===== config.mk =====
export PLATFORM = sky130hd
export DESIGN_NAME = branch_table_loader
export DESIGN_NICKNAME = d
export VERILOG_FILES = /design/src/rtl/bt_loader_pkg.sv /design/src/rtl/branch_table_regfile.sv /design/src/rtl/branch_table_loader.sv
export SDC_FILE = /design/constraint.sdc
export NUM_CORES = 1
export LEC_CHECK = 0
export ABC_CLOCK_PERIOD_IN_PS = 2600
export CAP_MARGIN = 20
export CORE_MARGIN = 1.5
export CORE_UTILIZATION = 40
export DETAILED_ROUTE_END_ITERATION = 8
export HOLD_SLACK_MARGIN = 0.02
export PLACE_DENSITY = 0.63
export SLEW_MARGIN = 20
export SYNTH_ARGS = -nofsm -noshare
export SYNTH_HDL_FRONTEND = slang
export SYNTH_SLANG_ARGS = --single-unit

===== constraint.sdc =====
create_clock -name clk -period 2.6 [get_ports clk]
set_clock_uncertainty 0.2 [all_clocks]
set_input_delay 0.39 -clock clk [delete_from_list [all_inputs] [get_ports clk]]
set_output_delay 0.39 -clock clk [all_outputs]
set_load 0.02 [all_outputs]

===== src/rtl/bt_loader_pkg.sv =====
// Shared definitions for the branch table loader.
//   bt_state_t : loader FSM states
//   BYTE_W     : width of the incoming byte stream
package bt_loader_pkg;

  typedef enum logic [2:0] {IDLE, HDR, LO, HI, DONE} bt_state_t;

  localparam int BYTE_W = 8;

endpackage


===== src/rtl/branch_table_regfile.sv =====
// Branch target table storage: 2**B entries of D bits with a single write
// port. The whole array is presented as a flat vector so the fetch-stage
// lookup can index it combinationally.
//   clk, rst_n : clock and asynchronous active-low reset (clears all entries)
//   we         : write enable
//   waddr      : entry index to write
//   wdata      : entry value
//   entries    : flat view, entry i at entries[i*D +: D]
module branch_table_regfile #(
  parameter int D = 12,
  parameter int B = 5
) (
  input  logic                  clk,
  input  logic                  rst_n,
  input  logic                  we,
  input  logic [B-1:0]          waddr,
  input  logic [D-1:0]          wdata,
  output logic [(2**B)*D-1:0]   entries
);

  localparam int DEPTH = 2**B;

  genvar gi;
  generate
    for (gi = 0; gi < DEPTH; gi++) begin : g_entry
      logic [D-1:0] entry_reg;

      always_ff @(posedge clk or negedge rst_n) begin
        if (!rst_n) begin
          entry_reg <= '0;
        end else if (we && (waddr == B'(gi))) begin
          entry_reg <= wdata;
        end
      end

      assign entries[gi*D +: D] = entry_reg;
    end
  endgenerate

endmodule


===== src/rtl/branch_table_loader.sv =====
// Loads the branch target table from a byte stream.
// Stream after start: header byte (N-1), then N (low, high) byte pairs.
// Entries are committed only when their high byte arrives, so the lookup
// never sees a half-assembled entry.
//   clk, rst_n   : clock and asynchronous active-low reset
//   start        : begin a load session (honoured only in IDLE)
//   in_valid     : in_data carries a byte
//   in_data      : stream byte
//   in_ready     : a byte is accepted this cycle when in_valid is high
//   branch_table : committed table, entry i at branch_table[i*D +: D]
//   busy         : a load session is in progress
//   done         : one-cycle pulse when a session completes
//   table_valid  : table holds a completed load and no load is running
module branch_table_loader
  import bt_loader_pkg::*;
#(
  parameter int D = 12,
  parameter int B = 5
) (
  input  logic                  clk,
  input  logic                  rst_n,
  input  logic                  start,
  input  logic                  in_valid,
  input  logic [BYTE_W-1:0]     in_data,
  output logic                  in_ready,
  output logic [(2**B)*D-1:0]   branch_table,
  output logic                  busy,
  output logic                  done,
  output logic                  table_valid
);

  bt_state_t          state_reg;
  logic [B-1:0]       idx_reg;
  logic [B-1:0]       last_idx_reg;
  logic [BYTE_W-1:0]  lo_stage_reg;
  logic               table_valid_reg;

  logic               wr_en;
  logic [D-1:0]       wr_data;

  // Handshake and status flags depend on the registered state only, so
  // in_ready never combinationally follows in_valid.
  assign in_ready    = (state_reg == HDR) || (state_reg == LO) || (state_reg == HI);
  assign busy        = in_ready;
  assign done        = (state_reg == DONE);
  assign table_valid = table_valid_reg;

  // The high byte carries entry[D-1:8]; its remaining upper bits are dropped.
  assign wr_en   = (state_reg == HI) && in_valid;
  assign wr_data = {in_data[D-9:0], lo_stage_reg};

  always_ff @(posedge clk or negedge rst_n) begin
    if (!rst_n) begin
      state_reg       <= IDLE;
      idx_reg         <= '0;
      last_idx_reg    <= '0;
      lo_stage_reg    <= '0;
      table_valid_reg <= 1'b0;
    end else begin
      case (state_reg)
        IDLE: begin
          if (start) begin
            state_reg       <= HDR;
            table_valid_reg <= 1'b0;
          end
        end
        HDR: begin
          if (in_valid) begin
            last_idx_reg <= in_data[B-1:0];
            idx_reg      <= '0;
            state_reg    <= LO;
          end
        end
        LO: begin
          if (in_valid) begin
            lo_stage_reg <= in_data;
            state_reg    <= HI;
          end
        end
        HI: begin
          if (in_valid) begin
            // Stop on the last index rather than wrapping, so a full
            // 2**B load never revisits entry 0.
            if (idx_reg == last_idx_reg) begin
              state_reg <= DONE;
            end else begin
              idx_reg   <= idx_reg + 1'b1;
              state_reg <= LO;
            end
          end
        end
        DONE: begin
          table_valid_reg <= 1'b1;
          state_reg       <= IDLE;
        end
        default: state_reg <= IDLE;
      endcase
    end
  end

  branch_table_regfile #(
    .D (D),
    .B (B)
  ) u_regfile (
    .clk     (clk),
    .rst_n   (rst_n),
    .we      (wr_en),
    .waddr   (idx_reg),
    .wdata   (wr_data),
    .entries (branch_table)
  );

endmodule

Yosys cells after proc, flatten, opt, wreduce, memory -nomap -nowiden
Cells that the tools add are included.
W data, S select, Z words.
{"block": "totals", "wordCells": 135, "out_inout_bits": 388, "regBits": 406}
{"block": "op_classes", "add_sub_neg": 1, "n_eq_ne": 41, "reduce_logical": 44, "muxes": 12}
{"cell": "$eq A5 B5 Y1 const B", "n": 16}
{"cell": "$eq A5 B4 Y1 const B", "n": 8}
{"cell": "$logic_and A1 B1 Y1", "n": 33}
{"cell": "$eq A5 B3 Y1 const B", "n": 4}
{"cell": "$mux W3", "n": 5}
{"cell": "$mux W5", "n": 3}
{"cell": "$pmux W3 S4", "n": 1}
{"cell": "$eq A5 B2 Y1 const B", "n": 2}
{"cell": "$ne A2 B2 Y1 const B", "n": 5}
{"cell": "$pmux W5 S2", "n": 1}
{"cell": "$reduce_and A4 Y1", "n": 2}
{"cell": "$eq A3 B2 Y1 const B", "n": 2}
{"cell": "$reduce_and A2 Y1", "n": 3}
{"cell": "$add A5 B1 Y5 const B", "n": 1}
{"cell": "$eq A5 B1 Y1 const B", "n": 1}
{"cell": "$eq A5 B5 Y1", "n": 1}
{"cell": "$logic_not A5 Y1", "n": 1}
{"cell": "$reduce_bool A2 Y1", "n": 2}
{"cell": "$eq A3 B1 Y1 const B", "n": 1}
{"cell": "$eq A3 B3 Y1 const B", "n": 1}
{"cell": "$logic_not A3 Y1", "n": 1}
{"cell": "$logic_or A1 B1 Y1", "n": 2}
{"cell": "$pmux W1 S2", "n": 1}
{"cell": "$mux W1", "n": 1}

Logic depth before layout (Yosys ltp)
{"block": "logic_depth", "depth_word": 4, "mapped_depth": 8, "mapped_depth_nobuf": 5}

Cells and area by module
From an unflattened synthesis, not the netlist that was laid out.
{"block": "hier_totals", "cells_unflattened": 985, "hier_area_um2": 15672.5}
{"mod": "branch_table_regfile", "n_inst": 1, "seq_area_each_um2": 9609.2, "area_per_inst_um2": 14625.3, "cells_per_inst": 884}
{"mod": "branch_table_loader", "n_inst": 1, "seq_area_each_um2": 550.5, "area_per_inst_um2": 1047.3, "cells_per_inst": 101}

Least setup slack after synthesis
Ideal clock, no wire load.
{"block": "synth_path", "path_type": "reg-to-reg", "startpoint": "register idx_reg[0]", "endpoint": "register u_regfile.g_entry[31].entry_reg[10]", "setup_ps": 125, "arrival_time_ps": 1760, "path_stages_with_launch": 7, "t_required_ps": 2275, "slack_ps": 515, "cell_sequence": "dfrtp_1 ha_1 and3_1 ha_1 nand2_1 buf_2 mux2_2"}
{"block": "synth_via", "elab_chain_len": 2}
{"item": "start: declaration", "line": "branch_table_loader.sv:33", "rtl": "logic [B-1:0] idx_reg;"}
{"item": "start signal: assignment", "line": "branch_table_loader.sv:87", "rtl": "idx_reg <= idx_reg + 1'b1;"}
{"item": "$eq A5 B5 Y1", "line": "branch_table_regfile.sv:31", "rtl": "end else if (we && (waddr == B'(gi))) begin"}
{"item": "$logic_and A1 B1 Y1", "line": "branch_table_regfile.sv:31"}
{"item": "end signal: assignment", "line": "branch_table_regfile.sv:32", "rtl": "entry_reg <= wdata;"}
{"item": "end: declaration", "line": "branch_table_regfile.sv:26", "rtl": "logic [D-1:0] entry_reg;"}
No other way between the ends.
A chain may end at the register's enable or synchronous reset.

Worst setup path after layout
{"block": "layout_path", "startpoint": "register state_reg[0]", "endpoint": "output in_ready"}
{"block": "layout_via", "elab_chain_len": 3, "elab_cells_between_ends": 5}
{"item": "start: declaration", "line": "branch_table_loader.sv:32", "rtl": "bt_state_t state_reg;"}
{"item": "start signal: assignment", "line": "branch_table_loader.sv:54", "rtl": "state_reg <= IDLE;"}
{"item": "start signal: assignment", "line": "branch_table_loader.sv:63", "rtl": "state_reg <= HDR;"}
{"item": "start signal: assignment", "line": "branch_table_loader.sv:71", "rtl": "state_reg <= LO;"}
{"item": "$eq A3 B1 Y1 or $eq A3 B2 Y1 (tied branches)", "line": "branch_table_loader.sv:43", "rtl": "assign in_ready = (state_reg == HDR) || (state_reg == LO) || (state_reg == HI);"}
{"item": "$logic_or A1 B1 Y1", "line": "branch_table_loader.sv:43"}
{"item": "$logic_or A1 B1 Y1 (*)", "line": "branch_table_loader.sv:43"}
{"item": "end: declaration", "line": "branch_table_loader.sv:25", "rtl": "output logic in_ready,"}
Every way passes the cells marked *; elsewhere a longest branch is shown, timed or not.

==> run summary <==
* total standard cell area after synthesis: 15800 sq um
* non-filler cells, final: 1973
* initial cell density of the core: 0.408
* power density relative to cell area: 1080 nW/um^2
* power after layout: 24.2 mW
* Starting DRT DRC Count: 359
* most used flip-flop cell after synthesis: sky130_fd_sc_hd__dfrtp_1
* sum of buffers and inverters on the critical path: 1
* placer congestion estimate: 0.762
* setup repair after global routing missed its margin: no
* kind of critical path: flip-flop to primary output
* maximum number of pins on one net before global-route repair: 70
* number of buffers added by the clock tree synthesis step: 44
* initial antenna violation count: 1
* Post-Layout Inst Area: 22500 sq um
* Seq/Total Area, Yosys: 0.641
* syn_nets: 1000
* fin nets: 1436
* Overflow after GRT: 0
* Sum Neg Setup Slack: 0 ps
* CTS H-tree lvls: 2
* number of global-route vias before repair: 10500
* Largest stage delay, worst path: 630 ps
* routed wirelength normalized by instance count: 23.2 microns
* cell taking the most area after synthesis: sky130_fd_sc_hd__dfrtp_1
* Synth cell types: 41
* fraction of final layout cells with drive strength greater than 1: 0.385
* number of warnings reported in the yosys synthesis log: 0
* Worst Path Arrival: 1920 ps
* I/O pin count: 400
* cell family with the largest share of critical-path delay: buffers and inverters
* Die X-Extent: 202 microns
* TritonRoute pass-1 iters: 4
* quantity of I/O buffers inserted on ports: 399
* global-route wire length before repair: 69.3 mm
* via count: 9877
* hold_ws: 162 ps
* post-synthesis mux area share: 0.283
* Clock Tree Buf Depth: 3
* Detailed Place HPWL: 31.1 mm
* Root Buffer: sky130_fd_sc_hd__clkbuf_16
* clock tree sinks: 406
* cell types occupying the most area after synthesis: sky130_fd_sc_hd__dfrtp_1 64%, sky130_fd_sc_hd__mux2_2 28%, sky130_fd_sc_hd__buf_4 1.1%
* class of the worst hold path: primary input to asynchronous set/reset pin
* final number of setup-violating endpoints: 0
* Relative slew margins: 0.261
* number of cell rows: 72
* number of remaining DRC errors: 0
* final-report hold violation count: 0
* ordered cell list for the critical path: nor2_2 > nor2_1 > clkdlybuf4s50_1
* actual slew at the worst max-slew pin: 1110 ps
* basic-gate share of the synthesized area counting and, or, nand and nor cells: 0.0325
* proportion of netlist area held by the largest area contributor: 0.641
* largest family of logic cells by synthesized area: multiplexers
* vias per std cell: 5.01
* top achievable clock speed: 0.399 GHz
* height of the die: 202 microns
* clock-pin transition on the worst setup and hold timing paths: 60 ps
* standard cell with the maximum stage delay on the critical path: sky130_fd_sc_hd__clkdlybuf4s50_1
* leakage power summed over all cells: 10.4 nW
* die footprint: 40800 sq um
* area fraction in compound gates after synthesis: 0.00529
* post-detailed-placement cell area: 20900 sq um
* Final Critical Period: 2510 ps
* Synth Area per Inst: 16.1 sq um
* global-route usage over all layers: 0.227
* maximum net fanout on the critical path: 8
* Async S/R FF share, synth: 1.00
* number of flip-flops under the largest register name: 384
* insertion delay to the later sink of the worst-skew pair: 560 ps
* Placed Instances: 1889
* worst path required time: 2010 ps
* post-route antenna net violation count: 0
* wire length reported by the detailed router: 45.8 mm
* Pins Over Slew Limit: 0
* Worst IR Drop VDD: 0.000684 V
* Crit. End Element: primary output
* run status: finished clean
* number of maximum-capacitance constraint violations: 0
* clock tree from TritonCTS: built
* cells after synthesis: 982
* final worst-path cycle share: 0.964
* parity-gate share of the synthesized area counting xor and xnor cells: 0.00277
* fraction of the mapped netlist area in adder cells: 0.00474
* post-synthesis sequential element count: 406
* Syn-to-layout area delta: 41.8%
* core area: 38800 sq um
* EDFF count, synth: 0
* kind of launch point of the worst setup path: flip-flop
## final timing paths
check	startpoint	to	slack, ps	cells after the start
min	rst_n	u_regfile.g_entry[8].entry_reg[8]	160	2
min in group clk	in_data[3]	u_regfile.g_entry[3].entry_reg[11]	160	3
max	state_reg[0]	in_ready	90	3
min reg2reg	u_regfile.g_entry[28].entry_reg[10]	u_regfile.g_entry[28].entry_reg[10]	280	1
max reg2reg	state_reg[0]	u_regfile.g_entry[27].entry_reg[5]	360	6
max in group asynchronous	rst_n	u_regfile.g_entry[3].entry_reg[9]	1150	4
## placed cells by master (no fill, tap or decap), types with 2 or more instances in the layout
cell	count
sky130_fd_sc_hd__nand3_4	2
sky130_fd_sc_hd__xor2_1	4
sky130_fd_sc_hd__clkbuf_1	10
sky130_fd_sc_hd__clkbuf_8	13
sky130_fd_sc_hd__or4_1	2
sky130_fd_sc_hd__nand3_1	8
sky130_fd_sc_hd__buf_4	35
sky130_fd_sc_hd__nor2_4	9
sky130_fd_sc_hd__a211oi_1	2
sky130_fd_sc_hd__clkinvlp_4	2
sky130_fd_sc_hd__and2_1	2
sky130_fd_sc_hd__diode_2	2
sky130_fd_sc_hd__mux2_1	6
sky130_fd_sc_hd__mux2_2	392
sky130_fd_sc_hd__nand3b_2	2
sky130_fd_sc_hd__inv_1	3
sky130_fd_sc_hd__bufinv_16	4
sky130_fd_sc_hd__clkdlybuf4s50_1	393
sky130_fd_sc_hd__buf_12	32
sky130_fd_sc_hd__buf_2	4
sky130_fd_sc_hd__inv_6	2
sky130_fd_sc_hd__nand2b_1	3
sky130_fd_sc_hd__ha_1	6
sky130_fd_sc_hd__nor2b_1	3
sky130_fd_sc_hd__nor2_1	20
sky130_fd_sc_hd__clkinv_2	4
sky130_fd_sc_hd__dfrtp_1	406
sky130_fd_sc_hd__and3_1	2
sky130_fd_sc_hd__nand2_1	10
sky130_fd_sc_hd__clkbuf_16	45
sky130_fd_sc_hd__a22o_1	2
sky130_fd_sc_hd__nand4_2	4
sky130_fd_sc_hd__nor2_2	2
## power by group
| group | switching, mW | total, mW | leakage (nW) | internal, mW |
|---|---|---|---|---|
| Sequential | 1.23 | 9.17 | 5.48 | 7.93 |
| Clock | 2.54 | 6.49 | 0.745 | 3.96 |
| Combinational | 4.43 | 8.58 | 4.21 | 4.15 |
## repair_timing
item / CTS / global route
hold buffers: 1 / 0
buffers inserted: 0 / 0
gates resized for setup: 2 / 0
setup endpoints to repair: 1 / 0
endpoints found under the hold margin: 274 / 0
## final cells by class
| cell class | instances | area, sq um |
|---|---|---|
| repair buffers | 467 | 4890 |
| well taps | 518 | 648 |
| fillers | 3149 | 16400 |
| multi-input cells | 495 | 5210 |
| inverters | 4 | 15.0 |
| clock inverters | 13 | 181 |
| flip-flops and latches | 406 | 10200 |
| clock buffers | 68 | 1340 |
| diodes | 2 | 5.00 |
## Yosys cell counts, types with 2 or more instances
cell                       number
sky130_fd_sc_hd__a211oi_1       2
sky130_fd_sc_hd__a22o_1         2
sky130_fd_sc_hd__and2_1         2
sky130_fd_sc_hd__and3_1         2
sky130_fd_sc_hd__buf_2          6
sky130_fd_sc_hd__buf_4         24
sky130_fd_sc_hd__buf_6          8
sky130_fd_sc_hd__clkbuf_1      38
sky130_fd_sc_hd__dfrtp_1      406
sky130_fd_sc_hd__ha_1           6
sky130_fd_sc_hd__inv_1          3
sky130_fd_sc_hd__mux2_1         6
sky130_fd_sc_hd__mux2_2       392
sky130_fd_sc_hd__nand2_1       10
sky130_fd_sc_hd__nand2b_1       3
sky130_fd_sc_hd__nand3_1        8
sky130_fd_sc_hd__nand3_4        2
sky130_fd_sc_hd__nand3b_2       2
sky130_fd_sc_hd__nand4_2        4
sky130_fd_sc_hd__nor2_1        21
sky130_fd_sc_hd__nor2_4         9
sky130_fd_sc_hd__nor2b_1        3
sky130_fd_sc_hd__or4_1          2
sky130_fd_sc_hd__xor2_1         4
## metrics by stage
step,utilization,setup slack [ps]
after global placement,0.539,10.3
after detailed placement,0.539,14.7
after floorplan,-,515
final,0.578,94.5
after global routing,0.578,7.81
after CTS,0.578,56.6
## logic make-up (layout without fill, tap and decap cells)
| group | after synthesis | in the layout |
|---|---|---|
| AO/OA/AOI/OAI | 11 | 11 |
| XOR/XNOR | 5 | 5 |
| adder cells (fa/ha/maj) | 6 | 6 |
| buffers and inverters | 81 | 552 |
| flip-flops | 406 | 406 |
| multiplexers | 398 | 398 |
| other | 0 | 2 |
| AND/OR/NAND/NOR | 75 | 75 |
## routing by layer
layer / track usage / routed length (microns) / share of wire / vias up
met5: 0 / 0 / 0 / -
met4: 0.0768 / 1310 / 0.029 / 0
met3: 0.0751 / 3620 / 0.079 / 63
met2: 0.357 / 21400 / 0.47 / 300
met1: 0.294 / 19400 / 0.42 / 5208
li1: - / - / - / 4306
Note: power is estimated with default switching activity, not from simulation.
